[src/rtl/rpn_evaluator.sv]
// rpn_evaluator: RPN token evaluator with an operand stack and strobe/ack
// handshakes on the token and result sides.
// Optional error detection: define RPN_EVALUATOR_ERR_EN to enable the sticky
// error flag; without it out_err is tied low and errors degrade gracefully.
module rpn_evaluator #(
  parameter int WIDTH = 32,
  parameter int DEPTH = 16
) (
  input  logic             CLK,
  input  logic             RST,
  input  logic             in_stb,
  input  logic [WIDTH-1:0] in_data,
  input  logic             in_is_op,
  output logic             in_ack,
  output logic             out_stb,
  output logic [WIDTH-1:0] out_data,
  output logic             out_err,
  input  logic             out_ack
);

  localparam int SPW = $clog2(DEPTH + 1);
  localparam int IW  = (DEPTH > 1) ? $clog2(DEPTH) : 1;

  localparam logic [2:0] OP_MUL = 3'b001;
  localparam logic [2:0] OP_ADD = 3'b010;
  localparam logic [2:0] OP_SUB = 3'b011;
  localparam logic [2:0] OP_EQ  = 3'b100;

  typedef enum logic [1:0] {IDLE, EXEC, RELEASE, RESULT} state_t;

  state_t           state, state_nxt;
  logic [2:0]       op_q;
  logic [WIDTH-1:0] stk [DEPTH];
  logic [SPW-1:0]   sp;
  logic [SPW-1:0]   sp_exec;
  logic [IW-1:0]    top_idx, res_idx;
  logic [WIDTH-1:0] opa, opb, alu;
  logic             op_arith, tok_push, full;
  logic [WIDTH-1:0] eq_data;
  logic             eq_err;

  assign tok_push = (state == IDLE) && in_stb && !in_is_op;
  assign full     = (sp == SPW'(DEPTH));
  assign op_arith = (op_q == OP_MUL) || (op_q == OP_ADD) || (op_q == OP_SUB);
  assign top_idx  = IW'(sp - SPW'(1));

  // Missing operands read as zero; the result lands where A was (or slot 0
  // when fewer than two operands exist), so depth nets -1 or stays at 1.
  assign opb     = (sp != '0)       ? stk[top_idx] : '0;
  assign opa     = (sp >= SPW'(2))  ? stk[IW'(sp - SPW'(2))] : '0;
  assign res_idx = (sp >= SPW'(2))  ? IW'(sp - SPW'(2)) : '0;
  assign sp_exec = (sp >= SPW'(2))  ? sp - SPW'(1) : SPW'(1);

  // ALU: all results are modulo 2^WIDTH
  always_comb begin
    alu = '0;
    case (op_q)
      OP_MUL:  alu = opa * opb;
      OP_ADD:  alu = opa + opb;
      OP_SUB:  alu = opa - opb;
      default: alu = '0;
    endcase
  end

`ifdef RPN_EVALUATOR_ERR_EN
  logic err_flag, err_set, tok_eq;
  assign tok_eq  = (state == IDLE) && in_stb && in_is_op && (in_data[2:0] == OP_EQ);
  assign err_set = (tok_push && full) ||
                   ((state == EXEC) && (!op_arith || (sp < SPW'(2)))) ||
                   (tok_eq && (sp != SPW'(1)));
  assign eq_err  = err_flag || (sp != SPW'(1));

  // Sticky error flag, cleared when the result is consumed
  always_ff @(posedge CLK or posedge RST) begin
    if (RST)                            err_flag <= 1'b0;
    else if (state == RESULT && out_ack) err_flag <= 1'b0;
    else if (err_set)                   err_flag <= 1'b1;
  end
`else
  assign eq_err = 1'b0;
`endif

  assign eq_data = (eq_err || (sp == '0)) ? '0 : stk[top_idx];

  // Stack storage: operand push or operator result write-back
  always_ff @(posedge CLK) begin
    if (tok_push && !full)          stk[IW'(sp)] <= in_data;
    else if (state == EXEC && op_arith) stk[res_idx] <= alu;
  end

  // State register
  always_ff @(posedge CLK or posedge RST) begin
    if (RST) state <= IDLE;
    else     state <= state_nxt;
  end

  // Next-state logic
  always_comb begin
    state_nxt = state;
    case (state)
      IDLE: if (in_stb) begin
        if (!in_is_op)                   state_nxt = RELEASE;
        else if (in_data[2:0] == OP_EQ)  state_nxt = RESULT;
        else                             state_nxt = EXEC;
      end
      EXEC:    state_nxt = RELEASE;
      RESULT:  if (out_ack) state_nxt = RELEASE;
      RELEASE: if (!in_stb) state_nxt = IDLE;
      default: state_nxt = IDLE;
    endcase
  end

  // Datapath: stack pointer, opcode capture, ack pulse and result registers
  always_ff @(posedge CLK or posedge RST) begin
    if (RST) begin
      sp       <= '0;
      op_q     <= '0;
      in_ack   <= 1'b0;
      out_stb  <= 1'b0;
      out_data <= '0;
      out_err  <= 1'b0;
    end else begin
      in_ack <= 1'b0;
      case (state)
        IDLE: if (in_stb) begin
          if (!in_is_op) begin
            if (!full) sp <= sp + SPW'(1);
            in_ack <= 1'b1;
          end else if (in_data[2:0] == OP_EQ) begin
            out_stb  <= 1'b1;
            out_data <= eq_data;
            out_err  <= eq_err;
          end else begin
            op_q <= in_data[2:0];
          end
        end
        EXEC: begin
          if (op_arith) sp <= sp_exec;
          in_ack <= 1'b1;
        end
        RESULT: if (out_ack) begin
          out_stb  <= 1'b0;
          out_data <= '0;
          out_err  <= 1'b0;
          sp       <= '0;
          in_ack   <= 1'b1;
        end
        default: ;
      endcase
    end
  end

endmodule

[config.mk]
export PLATFORM = sky130hd
export DESIGN_NAME = rpn_evaluator
export DESIGN_NICKNAME = d
export VERILOG_FILES = /design/src/rtl/rpn_evaluator.sv
export SDC_FILE = /design/constraint.sdc
export NUM_CORES = 2
export LEC_CHECK = 0
export CAP_MARGIN = 10
export CELL_PAD_IN_SITES_DETAIL_PLACEMENT = 1
export CELL_PAD_IN_SITES_GLOBAL_PLACEMENT = 1
export CORE_ASPECT_RATIO = 2
export CORE_MARGIN = 3
export CORE_UTILIZATION = 40
export CTS_CLUSTER_DIAMETER = 150
export CTS_CLUSTER_SIZE = 40
export DETAILED_ROUTE_END_ITERATION = 7
export GPL_ROUTABILITY_DRIVEN = 0
export PLACE_DENSITY_LB_ADDON = 0.1
export SYNTH_ARGS = -nofsm -noshare
export SYNTH_HDL_FRONTEND = slang
export SYNTH_SLANG_ARGS = --single-unit
[constraint.sdc]
create_clock -name CLK -period 25.2 [get_ports CLK]
set_input_delay 2.52 -clock CLK [delete_from_list [all_inputs] [get_ports CLK]]
set_output_delay 2.52 -clock CLK [all_outputs]
set_load 0.005 [all_outputs]
==> results.md <==
- Placed insts: a little over 5k
- Routed length per instance: around 33 um
- Number of global-route vias before repair: about 34k
- Hold-fix buffers, CTS: 0
- Crit path top cell by count: fa_1
- Initial Util: 0.403
- Met2 Wirelength: approximately 89 mm
- DR vias: approximately 30k
- Postcts setup bufs: 0
- Initial antenna violation count: 4
- I/O Buffers: 70
- Critical path arrival: between 10 and 15 ns
- Crit-path max cell delay: 1.00 ns
- Worst-Skew Late Latency: between 0.6 and 0.7 ns
- Compound-Gate Fraction of Synth Area: 0.0495
- Max Used Layer: met4
- Root buffer cell: clkbuf_16
- CTS resizes: 0
- H-tree depth: 1
- Post-Syn Instances: 3578
- Post-Syn Nets: about 4.2k
- Via density per instance: roughly 6
- Synth Area in Simple Gates: 0.0922
- Crit path from: sp[1]
- Fin. Hold Viols: 0
- CTS sink count: roughly 560
- Drt initial violations: 2004
- Most common library cells after synthesis: edfxtp_1 (512), inv_1 (480), fa_1 (409)
- Post-synth EDFFs: approximately 510
- Yosys warnings: 0
- Cell Area, Synth: 0.0443 sq mm
- CTS tree: built
- Most common cell in the netlist: edfxtp_1
- Clock transition at the registers of the reported paths: 0.17 ns
- Worst Hold Class: reg -> reg
- Distinct cell type count of the synthesized netlist: 88
- Pin count of the biggest net entering global routing: 66
- Final Slew Violations: 0
- Register area share after synthesis: 0.372
- Placed cell area: 0.0470 sq mm
- Adder-Cell Fraction of Synth Area: 0.231
- Die footprint: 0.115 sq mm
- CTS Buf Count: 19
- Worst Path Max Fanout: 53
- Final Non-Filler Cells: approximately 5.1k
- Avg Synthesized Cell Area: around 12 sq um
- Site row count: ~170
- Chip height: approximately 480 um
- Asr flop ratio synth: 0.0791
- Synth top area share: 0.347
- Status: finished clean
- Min Tclk post-route: about 14 ns
- Largest family of logic cells by synthesized area: adder cells
- Setup repair after global routing missed its margin: false
- Setup Crit Path Kind: reg -> reg
- I/O pin count: 72
- Dominant register cell in the synthesized netlist: edfxtp_1
- Max-Cap Viols: 0
- Top cells by area, synth: edfxtp_1 (35%), fa_1 (18%), mux4_2 (13%), ha_1 (4.6%), inv_1 (4.1%)
- Mux cell area share after synthesis: 0.159
- Crit start category: register
- Core area: ~0.11 sq mm
- Synth-to-layout area growth: 7.42%
- Total Neg Setup Slack: 0 ns
- Clock Tree Buf Depth: 3
- Synth Area in XOR/XNOR: 0.0298
- Slew @ Worst Pin: around 1.2 ns
- Synth area leader: edfxtp_1
- Final HPWL from detailed placement: 123 mm
- Tcrit/Tclk final: 0.562
- Die Width: roughly 240 um
- Layout Nets: ~4.2k
- DRC: 0
- Clock Skews: about 0.06 ns
- CP Data Required Time: 25.47 ns
- Total gr overflow: 0
- Crit Reg-Reg Startpoint: sp[1]
- DRT Wirelength: between 150 and 200 mm
- Worst setup EP type: register
- First-pass GRT wire length: between 200 and 250 mm
- Critical path's slowest cell: dfrtp_4
- Met1 wire length: 55.7 mm
- Fillers: about 11k
- Met3 wire len: ~6.7 mm
- Final std cell area, no fill: between 0.04 and 0.05 sq mm
- Register bit count reported by yosys: between 500 and 600
- Hold Crit Start: out_data[7]
- Drt first pass iters: 5
- Max-slew headroom: 0.183
- Share of layout cells above drive strength 1: 0.132
- All-layer global routing usage: 0.292
- Max frequency: about 0.07 GHz
- Post-route ant nets: 0
- # setup viols final: 0
## metal layers
layer | up-vias | track usage
li1 | 12355 | -
met2 | 944 | 0.541
met4 | 0 | 0.189
met3 | 411 | 0.0298
met5 | - | 0
met1 | 16278 | 0.310
## cell type report
type                    instances  area [sq um]  area share
inverters                     491          1840      0.0387
clock inverters                 4          98.8     0.00208
diodes                          3          7.51    0.000158
repair buffers                191          1630      0.0343
multi-input cells            2327         25200       0.529
flip-flops and latches        556         16500       0.346
well taps                    1479          1850      0.0389
clock buffers                  24           494      0.0104
## critical path: cells and delay by family, from the launching register on
family          cells  cell delay [ns]
simple gates        3             1.20
fa+ha+maj          10             4.97
buf+inv             7             1.92
compound gates     11             3.28
mux                 2             1.27
flops               1             1.00
## cell usage in the layout (no fill, tap or decap), types with 61 or more instances in the layout
cell type        instances
clkdlybuf4s50_1         70
mux2i_1                 86
o21ai_0                 75
nand2_1                309
fa_1                   409
edfxtp_1               512
xnor2_1                 94
ha_1                   161
nand3_1                 73
inv_1                  479
nor2_1                 342
mux4_2                 246
a21oi_1                 61
buf_4                  118
## flip-flops by register name, indices dropped and copies added, names as in the netlist
| name | cells |
|---|---|
| stk | 512 |
| out_data | 32 |
| sp | 5 |
| op_q | 3 |
| state | 2 |
| in_ack | 1 |
| out_stb | 1 |
## final timing paths
check                               to  cells after the start  slack (ns)
max                         stk[2][31]                     33       11.04
min                        out_data[7]                      2        0.49
max reg2reg                 stk[2][31]                     33       11.04
min reg2reg                out_data[7]                      2        0.49
max in group asynchronous        sp[0]                      3       22.25
min in group asynchronous      out_stb                      3        2.38
## cells by family after synthesis
| logic type | count (synthesis) |
|---|---|
| buffers and inverters | 695 |
| AND/OR/NAND/NOR | 928 |
| adder cells (fa/ha/maj) | 572 |
| multiplexers | 364 |
| XOR/XNOR | 137 |
| flip-flops | 556 |
| AO/OA/AOI/OAI | 325 |
| other | 1 |
## metrics by stage
stage	util	hold WS, ns	worst slack [ns]
2_1_floorplan	-	0.471	13.34
3_3_place_gp	0.427	0.464	11.34
3_5_place_dp	0.427	0.472	11.08
4_1_cts	0.432	0.499	10.98
5_1_grt	0.433	0.533	10.31
6_report	0.433	0.495	11.04
Power is left out: the tool's default activity adds up to more than one toggle a clock period on the data nets, which glitch-free logic cannot reach.
==> RTL change (same settings) <==
The option `RPN_EVALUATOR_ERR_EN` is turned on by a define.
--- a/src/rtl/rpn_evaluator.sv
+++ b/src/rtl/rpn_evaluator.sv
@@ -2,6 +2,8 @@
 // handshakes on the token and result sides.
 // Optional error detection: define RPN_EVALUATOR_ERR_EN to enable the sticky
 // error flag; without it out_err is tied low and errors degrade gracefully.
+`define RPN_EVALUATOR_ERR_EN
+
 module rpn_evaluator #(
   parameter int WIDTH = 32,
   parameter int DEPTH = 16
Formal check against the unedited RTL: not equivalent (Yosys sat finds a counterexample within 4 cycles, from zero or initial values and one cycle with RST high).
==> RTL change against the original RTL <==
Wire length is 0.30% higher. Sequential cell count increased by 2. Synthesized cell count shrank 1.4%. Fmax rose by 5.6%. Cell area down 0.65%. Non-clock buffer count decreased by 9. Utilization is 0.054 points higher. Area after synthesis fell by 0.28%. Setup slack gained 0.75 ns.
Power is left out: the tool's default activity adds up to more than one toggle a clock period on the data nets, which glitch-free logic cannot reach.
==> RTL change: results (changes against the original RTL) <==
drt:
  firstDrtPassIters: 7  # was 5
  drt-initial-drc-count: 2323  # was 2,004
  vias_per_cell: 6.09  # was 5.91
  wire_per_inst_um: 33.7  # was 32.6 um
timing:
  final.setup_skew_ns: 0.0454  # was 0.0605 ns
  relSlewSlack_pct: 19.6  # was 18.3%
status:
  status: "finished clean"  # unchanged
logic_synthesis:
  synth_flop_cell: "edfxtp_1"  # unchanged
  synthArstFlopShare_pct: 8.24  # was 7.91%
  ys_warn_count: 0  # unchanged
  synth_edf_count: 512  # unchanged
  yosysUniqueCellTypes: 90  # was 88
  synthTopCellsByCount: "edfxtp_1, inv_1, fa_1, nor2_1, mux4_2"  # was edfxtp_1, inv_1, fa_1, nor2_1, nand2_1
  synth_nets: 4138  # was 4,187
  ys_seq_area_share_pct: 37.4  # was 37.2%
  synthTopCellsByArea: "edfxtp_1, fa_1, mux4_2"  # unchanged
setup_path:
  cp_max_fo: 50  # was 53
  arrival_ns: 13.66  # was 14.43 ns
  cp_slowest_cell: "dfrtp_4"  # unchanged
  critPathMaxStageDelay_ns: 1.01
place:
  post-dp-hpwl_um: 124000  # was 123,000 um
  place.port_buffers: 71  # was 70
clocking:
  post_cts_buffers: 0  # unchanged
  htreeDepth: 1  # unchanged
  root_buffer: "clkbuf_16"  # unchanged
  clk_path_buf_depth: 3  # unchanged
  numCtsBuffers: 18  # was 19
  clock_latency_ns: 0.61  # was 0.64 ns
  post_cts_resized: 0  # unchanged
  clk_pin_slew_ns: 0.15  # was 0.17 ns
global_routing:
  grt_use_total_pct: 29.4  # was 29.2%
  grt_pass1_vias: 33800  # was 34,100
  grt_use_met1_pct: 32.2  # was 31.0%
  antenna_found_initial: 6  # was 4
  use_met2_pct: 53.8  # was 54.1%
  grt_use_met3_pct: 2.70  # was 2.98%
  grt_pass1_wl_um: 239000  # about the same
  grt_max_degree: 85  # was 66
finish:
  top_regs: "stk (512), out_data (32), sp (5)"  # unchanged
  num-fill-cells: 11400  # was 11,500
  drive_above_1_share_pct: 13.4  # was 13.2%
hold_path:
  hp-class: "register to register"  # unchanged
RTL change: cell families (layout without fill, tap and decap cells):
kind of cell | count (synthesis) | after routing | share of synthesized area (%)
DFF | 558 | 558 | 37.4
buffers and inverters | 692 | 705 | 6.56
AOI/OAI and AO/OA | 324 | 324 | 5.12
adders and majority gates | 573 | 573 | 23.2
other | 0 | 2 | 0
muxes | 358 | 358 | 16.1
xor gates and xnor gates | 140 | 140 | 2.94
and+or+nand+nor | 883 | 883 | 8.68
RTL change: final cells by class:
type	instances	area (um2)	share of cell area [%]
timing repair buffer	182	1570	3.32
multi-input combinational	2278	25000	53.0
tap	1384	1730	3.66
inverter	491	1850	3.91
sequential	558	16500	35.0
clock inverter	2	41.3	0.0873
antenna	2	5.00	0.0106
clock buffer	30	517	1.09
RTL change: metrics by stage:
step	cells	instance area, um2	hold slack (ns)	setup slack [ns]
final	4927	47300	0.510	11.79
after detailed placement	4885	46600	0.470	11.76
after CTS	4917	47200	0.508	11.68
after floorplan	3528	44200	0.474	13.75
after global placement	4885	46600	0.475	11.89
after global routing	4926	47300	0.544	10.77
RTL change: worst paths after layout:
kind                               from      endpoint  slack, ns  cells after the start
worst max-delay path              sp[0]    stk[8][30]      11.79                     36
worst min-delay path            out_stb       out_stb       0.51                      1
worst max register to register    sp[0]    stk[8][30]      11.79                     36
worst min register to register  out_stb       out_stb       0.51                      1
max in group asynchronous           RST         sp[0]      22.10                      3
min in group asynchronous           RST  out_data[19]       2.42                      3
RTL change: worst max-delay path: cells and delay by family, from the launching register on:
kind	cells	cell delay, ns
AOI/OAI and AO/OA	9	2.74
adders and majority gates	9	3.53
buffers and inverters	10	3.45
DFF	1	1.01
muxes	3	1.31
and+or+nand+nor	5	0.91
RTL change: routing by layer:
metal  vias up  wire length, um  part of all wire, %
met1     16300            57500                   35
li1      12200                -                    -
met3       426             6870                  4.1
met5         -               21                0.013
met4         4            14000                  8.4
met2      1070            87700                   53
